File: config.mk
export PLATFORM = sky130hd
export DESIGN_NAME = otfs_fft_feed_ctrl
export DESIGN_NICKNAME = d
export VERILOG_FILES = /design/src/rtl/otfs_pkg.sv /design/src/rtl/otfs_feed_skid.sv /design/src/rtl/otfs_fft_feed_ctrl.sv
export SDC_FILE = /design/constraint.sdc
export NUM_CORES = 1
export LEC_CHECK = 0
export ABC_AREA = 1
export CORE_MARGIN = 4
export CORE_UTILIZATION = 49
export CTS_CLUSTER_DIAMETER = 40
export DETAILED_ROUTE_END_ITERATION = 7
export HOLD_SLACK_MARGIN = 0.06
export PLACE_DENSITY = 0.8
export SLEW_MARGIN = 5
export SYNTH_ARGS = -nofsm -noshare
export SYNTH_HDL_FRONTEND = slang
export SYNTH_SLANG_ARGS = --single-unit
File: constraint.sdc
create_clock -name Clk -period 2.3 [get_ports Clk]
set_input_delay 0.69 -clock Clk [delete_from_list [all_inputs] [get_ports Clk]]
set_output_delay 0.69 -clock Clk [all_outputs]
set_load 0.05 [all_outputs]
File: src/rtl/otfs_pkg.sv
// otfs_pkg -- shared constants and types for the OTFS FFT feed path.
//
// Contents:
//   LOG2N_DEF    : default log2 of FFT length / delay-Doppler grid side
//   N, FRAME_LEN : grid side and samples per frame for the default size
//   CFG_FWD_DEF  : FFT config word selecting a forward transform
//   CFG_INV_DEF  : FFT config word selecting an inverse transform
//   SKID_DEPTH   : entries in the output skid buffer
//   feed_state_t : feed controller state encoding
package otfs_pkg;

  localparam int LOG2N_DEF = 6;
  localparam int N         = 1 << LOG2N_DEF;
  localparam int FRAME_LEN = N * N;

  localparam logic [7:0] CFG_FWD_DEF = 8'h01;
  localparam logic [7:0] CFG_INV_DEF = 8'h00;

  localparam int SKID_DEPTH = 2;

  typedef enum logic [2:0] {
    ST_IDLE   = 3'd0,
    ST_CFG    = 3'd1,
    ST_STREAM = 3'd2,
    ST_DRAIN  = 3'd3,
    ST_DONE   = 3'd4
  } feed_state_t;

endpackage

File: src/rtl/otfs_feed_skid.sv
// otfs_feed_skid -- 2-entry skid buffer between the frame-buffer read path
// and the AXI-Stream data output.  The head entry is presented on pop_data
// straight from a register, so the output is stable while the consumer stalls.
//
// Ports:
//   Clk       in   clock, rising edge
//   Srst      in   synchronous active-high reset, empties the buffer
//   push      in   write push_data (one RAM word returned this cycle)
//   push_data in   W-bit entry
//   pop       in   remove the head entry (AXI handshake)
//   pop_data  out  head entry (meaningful only when empty=0)
//   full      out  both entries occupied
//   empty     out  no entry occupied
module otfs_feed_skid
  import otfs_pkg::*;
#(
  parameter int W = 32
) (
  input  logic         Clk,
  input  logic         Srst,
  input  logic         push,
  input  logic [W-1:0] push_data,
  input  logic         pop,
  output logic [W-1:0] pop_data,
  output logic         full,
  output logic         empty
);

  logic                  wr_ptr_reg;
  logic                  rd_ptr_reg;
  logic [1:0]            count_reg;
  logic                  pop_ok;
  logic                  push_ok;
  logic [SKID_DEPTH-1:0] wr_sel;

  assign empty   = (count_reg == 2'd0);
  assign full    = (count_reg == 2'd2);
  assign pop_ok  = pop & ~empty;
  // A pop in the same cycle frees the head slot, so a push into a full
  // buffer is still safe when it coincides with a pop.
  assign push_ok = push & (~full | pop_ok);
  assign wr_sel  = push_ok ? (wr_ptr_reg ? 2'b10 : 2'b01) : 2'b00;

  for (genvar gi = 0; gi < SKID_DEPTH; gi++) begin : g_entry
    logic [W-1:0] data_reg;
    always_ff @(posedge Clk) begin
      if (Srst) begin
        data_reg <= '0;
      end else if (wr_sel[gi]) begin
        data_reg <= push_data;
      end
    end
  end

  assign pop_data = rd_ptr_reg ? g_entry[1].data_reg : g_entry[0].data_reg;

  always_ff @(posedge Clk) begin
    if (Srst) begin
      wr_ptr_reg <= 1'b0;
      rd_ptr_reg <= 1'b0;
      count_reg  <= 2'd0;
    end else begin
      wr_ptr_reg <= wr_ptr_reg ^ push_ok;
      rd_ptr_reg <= rd_ptr_reg ^ pop_ok;
      count_reg  <= count_reg + {1'b0, push_ok} - {1'b0, pop_ok};
    end
  end

endmodule

File: src/rtl/otfs_fft_feed_ctrl.sv
// otfs_fft_feed_ctrl -- streams one delay-Doppler frame from the frame buffer
// into an AXI-Stream FFT core, column by column, after sending the FFT
// direction on the config channel.
//
// Optional feature: define OTFS_FEED_ERRCNT_EN to add the saturating
// FFT-event counters ErrUnexp / ErrMiss.
//
// Ports:
//   Clk, Srst                 clock (rising edge), synchronous active-high reset
//   Start, FftFwd             one-cycle frame request, direction (1=forward)
//   Busy, Done                frame in progress, one-cycle completion pulse
//   RamRdEn, RamAddr, RamDout frame-buffer read port, data 1 cycle after RamRdEn
//   CfgTdata/Tvalid/Tready    FFT config channel
//   DataTdata/Tvalid/Tlast/Tready  FFT input stream, one FFT per column
//   EvTlastUnexp, EvTlastMiss FFT event strobes
//   ErrUnexp, ErrMiss         (OTFS_FEED_ERRCNT_EN only) saturating event counts
module otfs_fft_feed_ctrl
  import otfs_pkg::*;
#(
  parameter int         LOG2N   = LOG2N_DEF,
  parameter logic [7:0] CFG_FWD = CFG_FWD_DEF,
  parameter logic [7:0] CFG_INV = CFG_INV_DEF
) (
  input  logic               Clk,
  input  logic               Srst,
  input  logic               Start,
  input  logic               FftFwd,
  output logic               Busy,
  output logic               Done,
  output logic               RamRdEn,
  output logic [2*LOG2N-1:0] RamAddr,
  input  logic [31:0]        RamDout,
  output logic [7:0]         CfgTdata,
  output logic               CfgTvalid,
  input  logic               CfgTready,
  output logic [31:0]        DataTdata,
  output logic               DataTvalid,
  output logic               DataTlast,
  input  logic               DataTready,
  input  logic               EvTlastUnexp,
  input  logic               EvTlastMiss
`ifdef OTFS_FEED_ERRCNT_EN
  ,
  output logic [7:0]         ErrUnexp,
  output logic [7:0]         ErrMiss
`endif
);

  localparam int AW = 2 * LOG2N;

  feed_state_t   state_reg;
  feed_state_t   state_next;
  logic          fwd_reg;
  logic [AW-1:0] rd_idx_reg;
  logic [AW-1:0] beat_reg;
  logic          inflight_reg;

  logic          start_ok;
  logic          cfg_hs;
  logic          rd_window;
  logic          rd_issue;
  logic          beat_hs;
  logic [1:0]    occupancy;
  logic          skid_full;
  logic          skid_empty;
  logic [31:0]   skid_din;
  logic [31:0]   skid_dout;
  logic          unused_bits;

  assign start_ok = (state_reg == ST_IDLE) & Start;
  assign cfg_hs   = (state_reg == ST_CFG) & CfgTready;
  assign beat_hs  = ~skid_empty & DataTready;

  // Read 0 is issued in the config handshake cycle itself so the first beat
  // is presented two cycles after the handshake.
  assign rd_window = cfg_hs | (state_reg == ST_STREAM);

  // Credit check: entries held + read in flight - beat leaving now < 2.
  // Written as a sum on both sides so nothing underflows.
  assign occupancy = {skid_full, ~skid_full & ~skid_empty};
  assign rd_issue  = rd_window &
                     (({1'b0, occupancy} + {2'b00, inflight_reg}) < (3'd2 + {2'b00, beat_hs}));

  assign RamRdEn = rd_issue;
  // Column-major walk: low index bits select the row (stride N), high bits the column.
  assign RamAddr = {rd_idx_reg[LOG2N-1:0], rd_idx_reg[AW-1:LOG2N]};

  // Keep the 12 significant bits of each 16-bit component and sign-extend.
  assign skid_din = {{4{RamDout[29]}}, RamDout[29:18], {4{RamDout[13]}}, RamDout[13:2]};

  otfs_feed_skid #(
    .W(32)
  ) u_skid (
    .Clk       (Clk),
    .Srst      (Srst),
    .push      (inflight_reg),
    .push_data (skid_din),
    .pop       (beat_hs),
    .pop_data  (skid_dout),
    .full      (skid_full),
    .empty     (skid_empty)
  );

  assign DataTvalid = ~skid_empty;
  assign DataTdata  = DataTvalid ? skid_dout : 32'h0;
  // beat_reg only moves on a handshake, so Tlast is stable while stalled.
  assign DataTlast  = DataTvalid & (beat_reg[LOG2N-1:0] == '1);

  always_ff @(posedge Clk) begin
    if (Srst) begin
      state_reg    <= ST_IDLE;
      fwd_reg      <= 1'b0;
      rd_idx_reg   <= '0;
      beat_reg     <= '0;
      inflight_reg <= 1'b0;
    end else begin
      state_reg    <= state_next;
      inflight_reg <= rd_issue;
      if (start_ok) begin
        fwd_reg    <= FftFwd;
        rd_idx_reg <= '0;
        beat_reg   <= '0;
      end else begin
        if (rd_issue) begin
          rd_idx_reg <= rd_idx_reg + 1'b1;
        end
        if (beat_hs) begin
          beat_reg <= beat_reg + 1'b1;
        end
      end
    end
  end

  always_comb begin
    state_next = state_reg;
    Busy       = 1'b1;
    Done       = 1'b0;
    CfgTvalid  = 1'b0;
    CfgTdata   = 8'h00;
    case (state_reg)
      ST_IDLE: begin
        Busy = 1'b0;
        if (Start) begin
          state_next = ST_CFG;
        end
      end
      ST_CFG: begin
        CfgTvalid = 1'b1;
        CfgTdata  = fwd_reg ? CFG_FWD : CFG_INV;
        if (CfgTready) begin
          state_next = ST_STREAM;
        end
      end
      ST_STREAM: begin
        if (rd_issue && (rd_idx_reg == '1)) begin
          state_next = ST_DRAIN;
        end
      end
      ST_DRAIN: begin
        if (beat_hs && (beat_reg == '1)) begin
          state_next = ST_DONE;
        end
      end
      ST_DONE: begin
        Done       = 1'b1;
        state_next = ST_IDLE;
      end
      default: begin
        state_next = ST_IDLE;
      end
    endcase
  end

`ifdef OTFS_FEED_ERRCNT_EN
  logic [1:0] ev;
  assign ev = {EvTlastMiss, EvTlastUnexp};

  for (genvar gi = 0; gi < 2; gi++) begin : g_err
    logic [7:0] cnt_reg;
    always_ff @(posedge Clk) begin
      if (Srst || start_ok) begin
        cnt_reg <= 8'h00;
      end else if (ev[gi] && (cnt_reg != 8'hFF)) begin
        cnt_reg <= cnt_reg + 8'd1;
      end
    end
  end

  assign ErrUnexp    = g_err[0].cnt_reg;
  assign ErrMiss     = g_err[1].cnt_reg;
  assign unused_bits = ^{RamDout[31:30], RamDout[17:14], RamDout[1:0]};
`else
  assign unused_bits = ^{EvTlastUnexp, EvTlastMiss,
                         RamDout[31:30], RamDout[17:14], RamDout[1:0]};
`endif

endmodule
==> results_dict.tcl <==
set metrics [dict create \
    intPower_uw 3020 \
    initial_core_util 0.501 \
    htreeDepth 3 \
    leakagePower_uw 0.00221 \
    grt_pass1_wl_mm 16.5 \
    cp-start-kind "flop" \
    rows 32 \
    synth_top_area_share 0.421 \
    routed_wirelength_mm 9.90 \
    clockRootBuffer "clkbuf_8" \
    fill_cells 692 \
    syn_avg_cell_area_sq_um 6.93 \
    irDropWorstVdd_uv 508 \
    final_core_util 0.667 \
    run_status "complete, no violations" \
    antenna_found_initial 0 \
    wl_met2_mm 5.01 \
    ys_types 34 \
    pwr-share-clk 0.201 \
    crit_fanout 3 \
    die_h_um 96.7 \
    rsz0062_at_grt "true" \
    endpoint_kind "primary output" \
    regArea_sq_um 1620 \
    cap_violations 0 \
    first_pass_iters 5 \
    port_buffers 80 \
    via_per_inst 5.08 \
    cp.required_ps 1610 \
    cts_hold_buf 0 \
    yosysTopAreaCell "dfxtp_1" \
    ys_warn_count 0 \
    ios 98 \
    path_buf_inv 1 \
    numCtsBuffers 9 \
    yosysSeqAreaShare 0.421 \
    die_area_sq_um 9350 \
    finalCritPeriodShare 0.981 \
    cp_top_family "buffers and inverters" \
    min_period_ps 2260 \
    synth_area_leaders "dfxtp_1, nor2_1, nand2_1, o21ai_0, a21oi_1" \
    drtIter0Drc 209 \
    hold_class "flop to flop" \
    first_global_vias 3705 \
    worst_skew_pair.late_latency_ps 350 \
    largest_reg_flops 48 \
    drc 0 \
    fmax_ghz 0.443 \
    setup_viol 0 \
    relSlewSlack 0.648 \
    drt-met1-wl_mm 4.32 \
    ant_nets 0 \
    pwr-share-comb 0.457 \
    power_uw 5290 \
    gp_congestion 0.842 \
    critPathMaxStageDelay_ps 830 \
    areaGrowthSynthToFinish_pct 33.1 \
    route.met3.wl_um 404 \
    die_w_um 96.7 \
    path_class "flop to primary output" \
    netlist_instances 556 \
    fin_nets 693 \
    switching_power_uw 2270 \
    track_usage 0.210 \
    hpwl_mm 6.95 \
    routed-via-count 3825 \
    grt_start_max_net_pins 30 \
    p_sw_frac 0.429 \
    crit_slowest_cell "clkdlybuf4s50_1" \
    multi_input_area_sq_um 1990 \
    clock_skew_ps 12.3 \
    drt-wirelength-per-cell_um 13.2 \
    clkTransAtPathRegs_ps 90 \
    drv_slew 0 \
    finalHoldViolCount 0 \
    clock_sinks 81 \
    coreArea_sq_um 7690 \
    drive_gt1_frac 0.200 \
    diodes 0 \
    cp.arrival_ps 1570 \
    ys_ff_latch 81 \
    netlist_area_sq_um 3850 \
    top_layer_used "met4" \
    worst_pin_slew_ps 524 \
    cts_tree "done" \
    grt_overflow 0 \
    p_per_area_nw_per_um2 1030 \
    clockBufferDepth 2 \
    seqPwrFrac 0.342 \
    crit_chain "clkdlybuf4s50_1" \
]
-- kinds of logic after synthesis --
kind of cell               count (synthesis)  share of synthesized area
buffers and inverters                     79                     0.0958
AOI/OAI and AO/OA                        113                      0.151
other                                      1                   0.000973
xor gates and xnor gates                   7                     0.0159
DFF                                       81                      0.421
adders and majority gates                  7                     0.0227
and+or+nand+nor                          268                      0.293
-- layout by cell type, fill, tap and decap left out, types with 2 or more instances in the layout --
cell | synthesis | final
nand3b_1 | 4 | 4
nand3_1 | 9 | 9
nor3_1 | 6 | 6
a21oi_2 | 1 | 19
xor2_1 | 5 | 5
xnor2_1 | 2 | 2
clkinvlp_4 | 0 | 2
clkinv_2 | 0 | 2
nor2_4 | 4 | 4
clkdlybuf4s50_1 | 0 | 29
buf_12 | 0 | 7
dfxtp_1 | 81 | 79
nand2_1 | 107 | 105
dlymetal6s2s_1 | 0 | 4
nand2_2 | 3 | 5
dlygate4sd2_1 | 0 | 8
nand4_1 | 6 | 6
nand2_4 | 2 | 2
buf_4 | 15 | 60
a21oi_4 | 1 | 3
o21ai_0 | 62 | 62
dfxtp_2 | 0 | 2
conb_1 | 1 | 7
inv_1 | 38 | 37
nor2_1 | 121 | 121
inv_2 | 2 | 2
ha_1 | 7 | 7
inv_6 | 1 | 2
a21oi_1 | 47 | 27
clkbuf_8 | 0 | 10
nor2_2 | 2 | 2
-- worst paths after layout --
check / startpoint / to / slack [ps] / depth (start not counted)
worst min register to register: fwd_reg / fwd_reg / 460 / 2
worst max register to register: u_skid.count_reg[0] / u_skid.count_reg[1] / 560 / 9
worst min-delay path: fwd_reg / fwd_reg / 460 / 2
worst max-delay path: rd_idx_reg[2] / RamAddr[8] / 40 / 1
-- Yosys cell counts, drive strengths merged --
| cell | count |
|---|---|
| a31oi | 1 |
| nor2 | 127 |
| nor4 | 1 |
| xor2 | 5 |
| dfxtp | 81 |
| xnor2 | 2 |
| nor3 | 6 |
| nor3b | 1 |
| or2 | 1 |
| nand4 | 6 |
| buf | 18 |
| o21ai | 63 |
| inv | 42 |
| nand3b | 4 |
| ha | 7 |
| nand3 | 10 |
| a21oi | 49 |
| clkbuf | 19 |
| nand2 | 112 |
| conb | 1 |
-- repair_timing --
item                                    4_1_cts  5_1_grt
endpoints found under the hold margin         0        0
gates cloned                                  0        1
pin swaps                                     4        0
endpoints found under the setup margin       32       27
gates resized for setup                      14        8
setup buffers                                 3        4
-- power by group through the flow --
stage                     registers (uW)  logic, uW  clock network [uW]
final                               1810       2420                1060
after global routing                1840       2630                1140
after CTS                           1800       2380                1080
after detailed placement            1820       2320                   0
after global placement              1810       2270                   0
after floorplan                     1840       1540                   0
-- final cells by class --
type | count | share of cell area
Multi-Input combinational cell | 402 | 0.387
Sequential cell | 81 | 0.317
Timing Repair Buffer | 109 | 0.197
Inverter | 42 | 0.0330
Clock buffer | 10 | 0.0268
Tap cell | 102 | 0.0249
Clock inverter | 6 | 0.0127
Timing Repair inverter | 1 | 0.000976
-- metrics by stage --
| stage | setup WS (ps) | hold WS, ps | instances | setup TNS [ps] | cell area (sq um) |
|---|---|---|---|---|---|
| 2_1_floorplan | -2.43 | 430 | 562 | -2.43 | 3970 |
| 3_3_place_gp | -102 | 442 | 729 | -167 | 4830 |
| 3_5_place_dp | -122 | 448 | 729 | -781 | 4830 |
| 4_1_cts | -31.9 | 461 | 748 | -149 | 5060 |
| 5_1_grt | -10.0 | 509 | 753 | -33.9 | 5130 |
| 6_report | 44.3 | 458 | 753 | 0 | 5130 |
-- layer usage --
layer	global-route usage	up-vias
met5	0	-
met4	0.0929	0
met3	0.0375	17
met2	0.365	100
met1	0.254	1774
li1	-	1934
Note: power is estimated with default switching activity, not from simulation.
